### config.mk
export PLATFORM = sky130hd
export DESIGN_NAME = mfccs13_ram_ctrl
export DESIGN_NICKNAME = d
export VERILOG_FILES = /design/src/rtl/mfccs13_ram_pkg.sv /design/src/rtl/rr_arb2.sv /design/src/rtl/mfccs13_ram_ctrl.sv
export SDC_FILE = /design/constraint.sdc
export NUM_CORES = 1
export LEC_CHECK = 0
export ABC_CLOCK_PERIOD_IN_PS = 1500
export CORE_UTILIZATION = 35
export CTS_BUF_LIST = sky130_fd_sc_hd__clkbuf_16
export DETAILED_ROUTE_END_ITERATION = 7
export PLACE_DENSITY = 0.86
export SETUP_SLACK_MARGIN = 0.4
export SLEW_MARGIN = 0
export SYNTH_ARGS = -nofsm -noshare
export SYNTH_HDL_FRONTEND = slang
export SYNTH_HIERARCHICAL = 1
export SYNTH_SLANG_ARGS = --single-unit
### constraint.sdc
create_clock -name clk -period 1.5 [get_ports clk]
set_input_delay 0.3 -clock clk [delete_from_list [all_inputs] [get_ports clk]]
set_output_delay 0.3 -clock clk [all_outputs]
set_load 0.02 [all_outputs]
### src/rtl/mfccs13_ram_pkg.sv
// Shared constants and FSM encoding for the MFCC coefficient recorder.
package mfccs13_ram_pkg;

  localparam int unsigned ADDR_W       = 13;
  localparam int unsigned DATA_W       = 14;
  localparam int unsigned NCOEF        = 13;
  localparam int unsigned FRAME_STRIDE = 16;
  localparam int unsigned STRIDE_BITS  = $clog2(FRAME_STRIDE);
  localparam int unsigned MAX_FRAMES   = 512;
  localparam int unsigned FRAME_CNT_W  = 10;

  typedef enum logic [1:0] {
    IDLE = 2'd0,
    REC  = 2'd1,
    DONE = 2'd2
  } rec_state_t;

endpackage

### src/rtl/rr_arb2.sv
// Two-way round-robin arbiter: combinational grant, registered priority pointer.
module rr_arb2
  import mfccs13_ram_pkg::*;
(
  input  logic       clk,
  input  logic       rst_n,
  input  logic [1:0] req,
  output logic [1:0] gnt
);

  logic ptr;

  always_comb begin
    gnt = '0;
    if (!ptr) begin
      if (req[0])      gnt[0] = 1'b1;
      else if (req[1]) gnt[1] = 1'b1;
    end else begin
      if (req[1])      gnt[1] = 1'b1;
      else if (req[0]) gnt[0] = 1'b1;
    end
  end

  // Priority moves to the requester that was not just served.
  always_ff @(posedge clk or negedge rst_n) begin
    if (!rst_n)      ptr <= 1'b0;
    else if (gnt[0]) ptr <= 1'b1;
    else if (gnt[1]) ptr <= 1'b0;
  end

endmodule

### src/rtl/mfccs13_ram_ctrl.sv
// Records framed MFCC coefficients into RAM and serves two round-robin read ports.
module mfccs13_ram_ctrl #(
  parameter int unsigned ADDR_W = mfccs13_ram_pkg::ADDR_W,
  parameter int unsigned DATA_W = mfccs13_ram_pkg::DATA_W,
  parameter int unsigned NCOEF  = mfccs13_ram_pkg::NCOEF
) (
  input  logic              clk,
  input  logic              rst_n,
  input  logic              start,
  input  logic              stop,
  input  logic              coef_valid,
  input  logic              coef_last,
  input  logic [DATA_W-1:0] coef_data,
  output logic              ram_wr_en,
  output logic [ADDR_W-1:0] ram_wr_addr,
  output logic [DATA_W-1:0] ram_wr_data,
  output logic [ADDR_W-1:0] ram_rd_addr,
  input  logic [DATA_W-1:0] ram_rd_data,
  input  logic              rq0_req,
  input  logic              rq1_req,
  input  logic [ADDR_W-1:0] rq0_addr,
  input  logic [ADDR_W-1:0] rq1_addr,
  output logic              rq0_gnt,
  output logic              rq1_gnt,
  output logic [1:0]        rd_valid,
  output logic [DATA_W-1:0] rd_data,
  output logic              rec_busy,
  output logic              rec_done,
  output logic [9:0]        frame_cnt,
  output logic              frame_err,
  output logic              overflow
);

  import mfccs13_ram_pkg::rec_state_t;
  import mfccs13_ram_pkg::IDLE;
  import mfccs13_ram_pkg::REC;
  import mfccs13_ram_pkg::DONE;
  import mfccs13_ram_pkg::STRIDE_BITS;
  import mfccs13_ram_pkg::MAX_FRAMES;
  import mfccs13_ram_pkg::FRAME_CNT_W;

  localparam int unsigned FB = ADDR_W - STRIDE_BITS;
  localparam logic [STRIDE_BITS-1:0] LAST_IDX = STRIDE_BITS'(NCOEF - 1);
  localparam logic [FRAME_CNT_W-1:0] LAST_FRAME = FRAME_CNT_W'(MAX_FRAMES - 1);

  rec_state_t             state;
  logic [STRIDE_BITS-1:0] idx;
  logic                   at_last;
  logic [1:0]             gnt;

  assign at_last  = (idx == LAST_IDX);
  assign rec_busy = (state == REC);
  assign rec_done = (state == DONE);

  always_ff @(posedge clk or negedge rst_n) begin
    if (!rst_n) begin
      state       <= IDLE;
      frame_cnt   <= '0;
      idx         <= '0;
      frame_err   <= 1'b0;
      overflow    <= 1'b0;
      ram_wr_en   <= 1'b0;
      ram_wr_addr <= '0;
      ram_wr_data <= '0;
    end else begin
      ram_wr_en <= 1'b0;
      if (start) begin
        state     <= REC;
        frame_cnt <= '0;
        idx       <= '0;
        frame_err <= 1'b0;
        overflow  <= 1'b0;
      end else begin
        case (state)
          REC: begin
            if (stop) begin
              state <= DONE;
              idx   <= '0;
            end else if (coef_valid) begin
              ram_wr_en   <= 1'b1;
              ram_wr_addr <= {frame_cnt[FB-1:0], idx};
              ram_wr_data <= coef_data;
              // A badly framed coefficient is still written; the slot is reused by the next frame.
              if (at_last && coef_last) begin
                idx       <= '0;
                frame_cnt <= frame_cnt + FRAME_CNT_W'(1);
                if (frame_cnt == LAST_FRAME) state <= DONE;
              end else if (at_last || coef_last) begin
                frame_err <= 1'b1;
                idx       <= '0;
              end else begin
                idx <= idx + STRIDE_BITS'(1);
              end
            end
          end
          DONE: if (coef_valid) overflow <= 1'b1;
          default: ;
        endcase
      end
    end
  end

  rr_arb2 u_arb (
    .clk   (clk),
    .rst_n (rst_n),
    .req   ({rq1_req, rq0_req}),
    .gnt   (gnt)
  );

  assign rq0_gnt     = gnt[0];
  assign rq1_gnt     = gnt[1];
  assign ram_rd_addr = gnt[1] ? rq1_addr : rq0_addr;

  always_ff @(posedge clk or negedge rst_n) begin
    if (!rst_n) rd_valid <= '0;
    else        rd_valid <= gnt;
  end

  // RAM data arrives the cycle after the grant, aligned with rd_valid.
  assign rd_data = (rd_valid != 2'b00) ? ram_rd_data : '0;

endmodule

Word level (Yosys, flattened, before mapping)
Cells that the tools add are included.
{"block": "classes", "bitwise_logic": 2, "eq_ne": 6, "addsub": 2, "reduce_logical": 18, "n_mux": 39}
{"cell": "10-bit two-way mux", "n": 5}
{"cell": "4-bit two-way mux", "n": 6}
{"cell": "1-bit two-way mux", "n": 19}
{"cell": "14-bit two-way mux", "n": 1}
{"cell": "2-bit two-way mux", "n": 7}
{"cell": "2-bit nonzero test", "n": 7}
{"cell": "13-bit two-way mux", "n": 1}
{"cell": "4-bit AND reduction", "n": 3}
{"cell": "10-bit by 1-bit adder with 10-bit output (second input constant)", "n": 1}
{"cell": "10-bit by 9-bit equality test with 1-bit output (second input constant)", "n": 1}
{"cell": "3-bit nonzero test", "n": 3}
{"cell": "5-bit AND reduction", "n": 1}
{"cell": "4-bit by 1-bit adder with 4-bit output (second input constant)", "n": 1}
{"cell": "4-bit equality test (second input constant)", "n": 1}
{"cell": "2-bit inequality test (second input constant)", "n": 2}
{"cell": "2-bit AND reduction", "n": 2}
{"cell": "2-bit by 1-bit equality test with 1-bit output (second input constant)", "n": 1}
{"cell": "2-bit equality test (second input constant)", "n": 1}
{"cell": "1-bit NOT", "n": 2}
{"cell": "1-bit logical AND", "n": 1}
{"cell": "1-bit logical OR", "n": 1}
{"block": "word_totals", "input_bits": 62, "word_cells": 77, "ff_bits": 49, "output_inout_bits": 73}

Longest topological paths before layout
Gate-level depths: netlist of the first run.
{"block": "logic_depth", "depth_word": 8, "ltp_mapped": 6, "depth_no_buf": 6}

By module
Netlist of the first run, hierarchy kept.
{"module": "mfccs13_ram_ctrl", "area_per_inst_um2": 2393.5, "cells_per_inst": 201, "n_inst": 1, "seq_area_each_um2": 1201.2}
{"module": "rr_arb2", "area_per_inst_um2": 52.6, "cells_per_inst": 6, "n_inst": 1, "seq_area_each_um2": 25.0}

Least setup slack after synthesis of the first run
No wires, ideal clock.
{"block": "synth_timing", "path_type": "register -> output", "startpoint": "register u_arb.ptr", "endpoint": "output ram_rd_addr[10]", "stages_incl_launch_ff": 5, "required_ps": 1200, "setup_slack_ps": -483, "n_path_buf": 1, "t_arrival_ps": 1683, "cell_sequence": "dfrtp_1 inv_1 a21boi_1 buf_2 mux2_2"}
{"block": "synth_via", "elab_chain_len": 2}
{"element": "from (decl)", "line": "rr_arb2.sv:11", "text": "logic ptr;"}
{"element": "from (signal assigned)", "line": "rr_arb2.sv:26", "text": "if (!rst_n) ptr <= 1'b0;"}
{"element": "from (signal assigned)", "line": "rr_arb2.sv:27", "text": "else if (gnt[0]) ptr <= 1'b1;"}
{"element": "from (signal assigned)", "line": "rr_arb2.sv:28", "text": "else if (gnt[1]) ptr <= 1'b0;"}
{"element": "2-bit two-way mux", "line": "rr_arb2.sv:15", "text": "if (!ptr) begin"}
{"element": "net rq1_gnt", "line": "mfccs13_ram_ctrl.sv:24", "text": "output logic rq1_gnt,"}
{"element": "13-bit two-way mux", "line": "mfccs13_ram_ctrl.sv:112", "text": "assign ram_rd_addr = gnt[1] ? rq1_addr : rq0_addr;"}
{"element": "to (decl)", "line": "mfccs13_ram_ctrl.sv:17", "text": "output logic [ADDR_W-1:0] ram_rd_addr,"}
The timed path passes the listed nets, and every way through them passes these cells.

Final worst setup path of the first run
{"block": "layout_timing", "startpoint": "register u_arb.ptr", "endpoint": "output ram_rd_addr[2]"}
{"block": "layout_via", "elab_chain_len": 2}
{"element": "2-bit two-way mux", "line": "rr_arb2.sv:15"}
{"element": "13-bit two-way mux", "line": "mfccs13_ram_ctrl.sv:112"}
No other way between the ends.

==> metrics, run 1 <==
Vias/cell a little over 5; critical path class register to output port; IO buf count ~130; Die W between 80 and 90 um; Max Cap Viol 0; CP Buf/Inv Count 4; Tcrit/Tclk final 127%; unrepaired setup endpoints after global routing yes; clock transition at the registers of the reported paths about 0.070 ns; internal power 3290 uW; layout cells sized above 1 between 60% and 70%; antenna fix cells 0; final wirelength roughly 11000 um; crit-path max cell delay 0.38 ns; Hold Vio Cnt, Final 0; synth cell count leaders dfrtp_1 (49), mux2_2 (35), nor2_1 (16); Yosys top cell area share between 50% and 60%; Pins Over Slew Limit 0; worst r2r src state[1]; crit path launch u_arb/ptr; EDFF count, synth 0; CTS tree built; worst endpoint required time between 1 and 1.5 ns; Max-slew headroom 73.7%; fin crit period about 1.9 ns; total CTS buffers 5; most used cell, CP buf_6; kind of end point of the critical path output port; Seq pwr share ~34%; Critical Path Fanout Max 6; synth unique cells 42; Initial Utilization 36.2%; PwrDens 820 mW/mm^2; final setup fails 66; depth of the worst register-to-register path 6; Layout Nets 503; DIE HEIGHT 85.6 um; Synth Warn # 6; IO Pins 135; DRC 0; initial antenna violation count 0; switching power as a share of total power ~29%; Crit. path cell count 6; CP Launch Type register; remaining global-route overflow 0; hpwl dp between 5000 and 6000 um; Clock Sink Count 49; failing checks negative setup slack; Critical Path, Cell by Cell inv_2 -> a21boi_4 -> buf_6 -> buf_12 -> mux2_4 -> buf_6; row count 30; Longest Clk Path Bufs 2; hold crit path type input port to async pin; pre-CTS WS -0.860 ns; FFs w/ async S/R, synth 100%; CP max-delay cell dfrtp_1; number of iterations in the first detailed-routing pass 4; CTS H-tree lvls 2; clk_skew approximately 0.0086 ns; slack of the critical path -0.409 ns; area added between synthesis and finish 130%; GRT Util Overall ~25%; Clock Tree Root clkbuf_16; via count ~2700; worst vdd rail ir drop a little under 600 uV; status finished with violations; Worst-Margin Slew 0.395 ns; dominant synthesized flop cell dfrtp_1; register area share after synthesis approximately 50%; CP top delay family buffers and inverters; Synth area leaders dfrtp_1 (50%), mux2_2 (16%), nor2b_1 (3.8%); Placeable Area between 0.006 and 0.007 mm^2; clk_lat worst skew slightly below 0.3 ns; most common cell in the netlist dfrtp_1; Mapped Nets 272; Detail Route Antenna Nets 0; NetSw between 1000 and 1500 uW; Clock Power Share about 28%; cell type with the largest total area after synthesis dfrtp_1; 1st-iter DRT viols 81; pin count of the biggest net entering global routing 36; die area between 0.007 and 0.008 mm^2; Post-Syn Area per Cell between 10 and 15 um^2; Fmax 524 MHz; total power ~4600 uW; post-synthesis cell count approximately 210; Avg WL per Cell approximately 20 um; number of global-route vias before repair about 2700; number of synthesized register bits 49; global-route wire length before repair about 14000 um; GP Congestion between 0.8 and 0.9; CP arrival approximately 1.6 ns; Comb power frac 38.9%; static leakage about 0.0027 uW; Netlist Area Pre-Place approximately 0.0024 mm^2
[through the flow]
stage / area (um^2) / TNS (ns) / hold WS (ns) / utilization [%] / cells
floorplan: 2670 / -0.522 / 0.00441 / - / 207
global placement: 4350 / -24.90 / 0.228 / 64.3 / 448
detailed placement: 4350 / -27.47 / 0.234 / 64.3 / 448
CTS: 5180 / -7.15 / 0.463 / 76.6 / 497
global route: 5630 / -12.91 / 0.500 / 83.4 / 519
finish: 5630 / -10.45 / 0.480 / 83.4 / 519
[placed cells by master, fill, tap and decap left out, drive strengths merged, types with 3 or more instances in the layout]
cell type      netlist  final
a21boi               3      3
a21oi                8      8
buf                  6    171
clkbuf               2      5
clkdlybuf4s50        0     55
dfrtp               49     49
dlygate4sd2          0      5
ha                   3      3
inv                 10      9
mux2                37     37
nand2               11     11
nand3                5      5
nor2                16     16
nor2b               15     15
nor3                 3      3
nor4                 5      5
o21ai                8      8
xnor2                8      8
[worst paths after layout]
check | endpoint | slack [ns]
max | ram_rd_addr[2] | -0.41
min | ram_wr_addr[6] | 0.48
max reg2reg | ram_wr_addr[8] | -0.16
min reg2reg | ram_wr_data[0] | 0.53
max in group asynchronous | ram_wr_data[5] | 0.49
min in group clk | u_arb/ptr | 0.48
[cells by family after synthesis]
family	count (synthesis)	share of synthesized area (%)
XOR/XNOR	8	2.86
AND/OR/NAND/NOR	67	18.3
adder cells (fa/ha/maj)	3	1.53
buffers and inverters	18	3.73
AO/OA/AOI/OAI	25	6.45
flip-flops	49	50.1
multiplexers	37	17.0
[state kept, by name, summed over array words and instances, names as in the netlist, 2 cells and up]
| register | cells |
|---|---|
| idx | 4 |
| state | 2 |
| ram_wr_data | 14 |
| frame_cnt | 10 |
| ram_wr_addr | 13 |
| rd_valid | 2 |
[worst reg2reg max path: stages, from the launching register on]
cell     delay, ns
dfrtp_1       0.43
and2b_4       0.28
buf_6         0.10
nand3_4       0.13
buf_12        0.17
buf_16        0.14
mux2_4        0.29
[area by class of cell]
cell class / instances / area (um^2)
tap: 80 / 100
clock inverter: 3 / 41.3
clock buffer: 5 / 125
inverter: 10 / 45.0
multi-input combinational: 140 / 1550
fill: 342 / 1120
sequential: 49 / 1230
timing repair buffer: 232 / 2540
[metal layers]
metal	vias to the layer above	wire length [um]	GRT usage (%)
met5	-	0	0
met4	0	314	7.58
met3	32	623	5.29
met2	119	5960	49.4
met1	1323	3740	26.4
li1	1178	-	-
[what timing repair did]
action	in CTS	in global routing
hold endpoints to repair	14	0
pin swaps	18	21
buffers inserted	34	22
cloned	6	0
hold buffers	1	0
resized for setup	477	68
setup endpoints to repair	119	119
[power groups by stage]
stage | Clock (uW) | Sequential [uW] | Combinational, uW
floorplan | 0 | 1680 | 465
global placement | 0 | 1530 | 1280
detailed placement | 0 | 1540 | 1300
CTS | 1290 | 1540 | 1560
global route | 1350 | 1560 | 1860
finish | 1270 | 1550 | 1790
Power figures use the tool's default switching activity.
==> run 2: changes to the inputs <==
CTS_CLUSTER_DIAMETER = 120   (was unset)
==> results of run 2 <==
No change in the layout: final DEF, timing and power equal those of run 1.
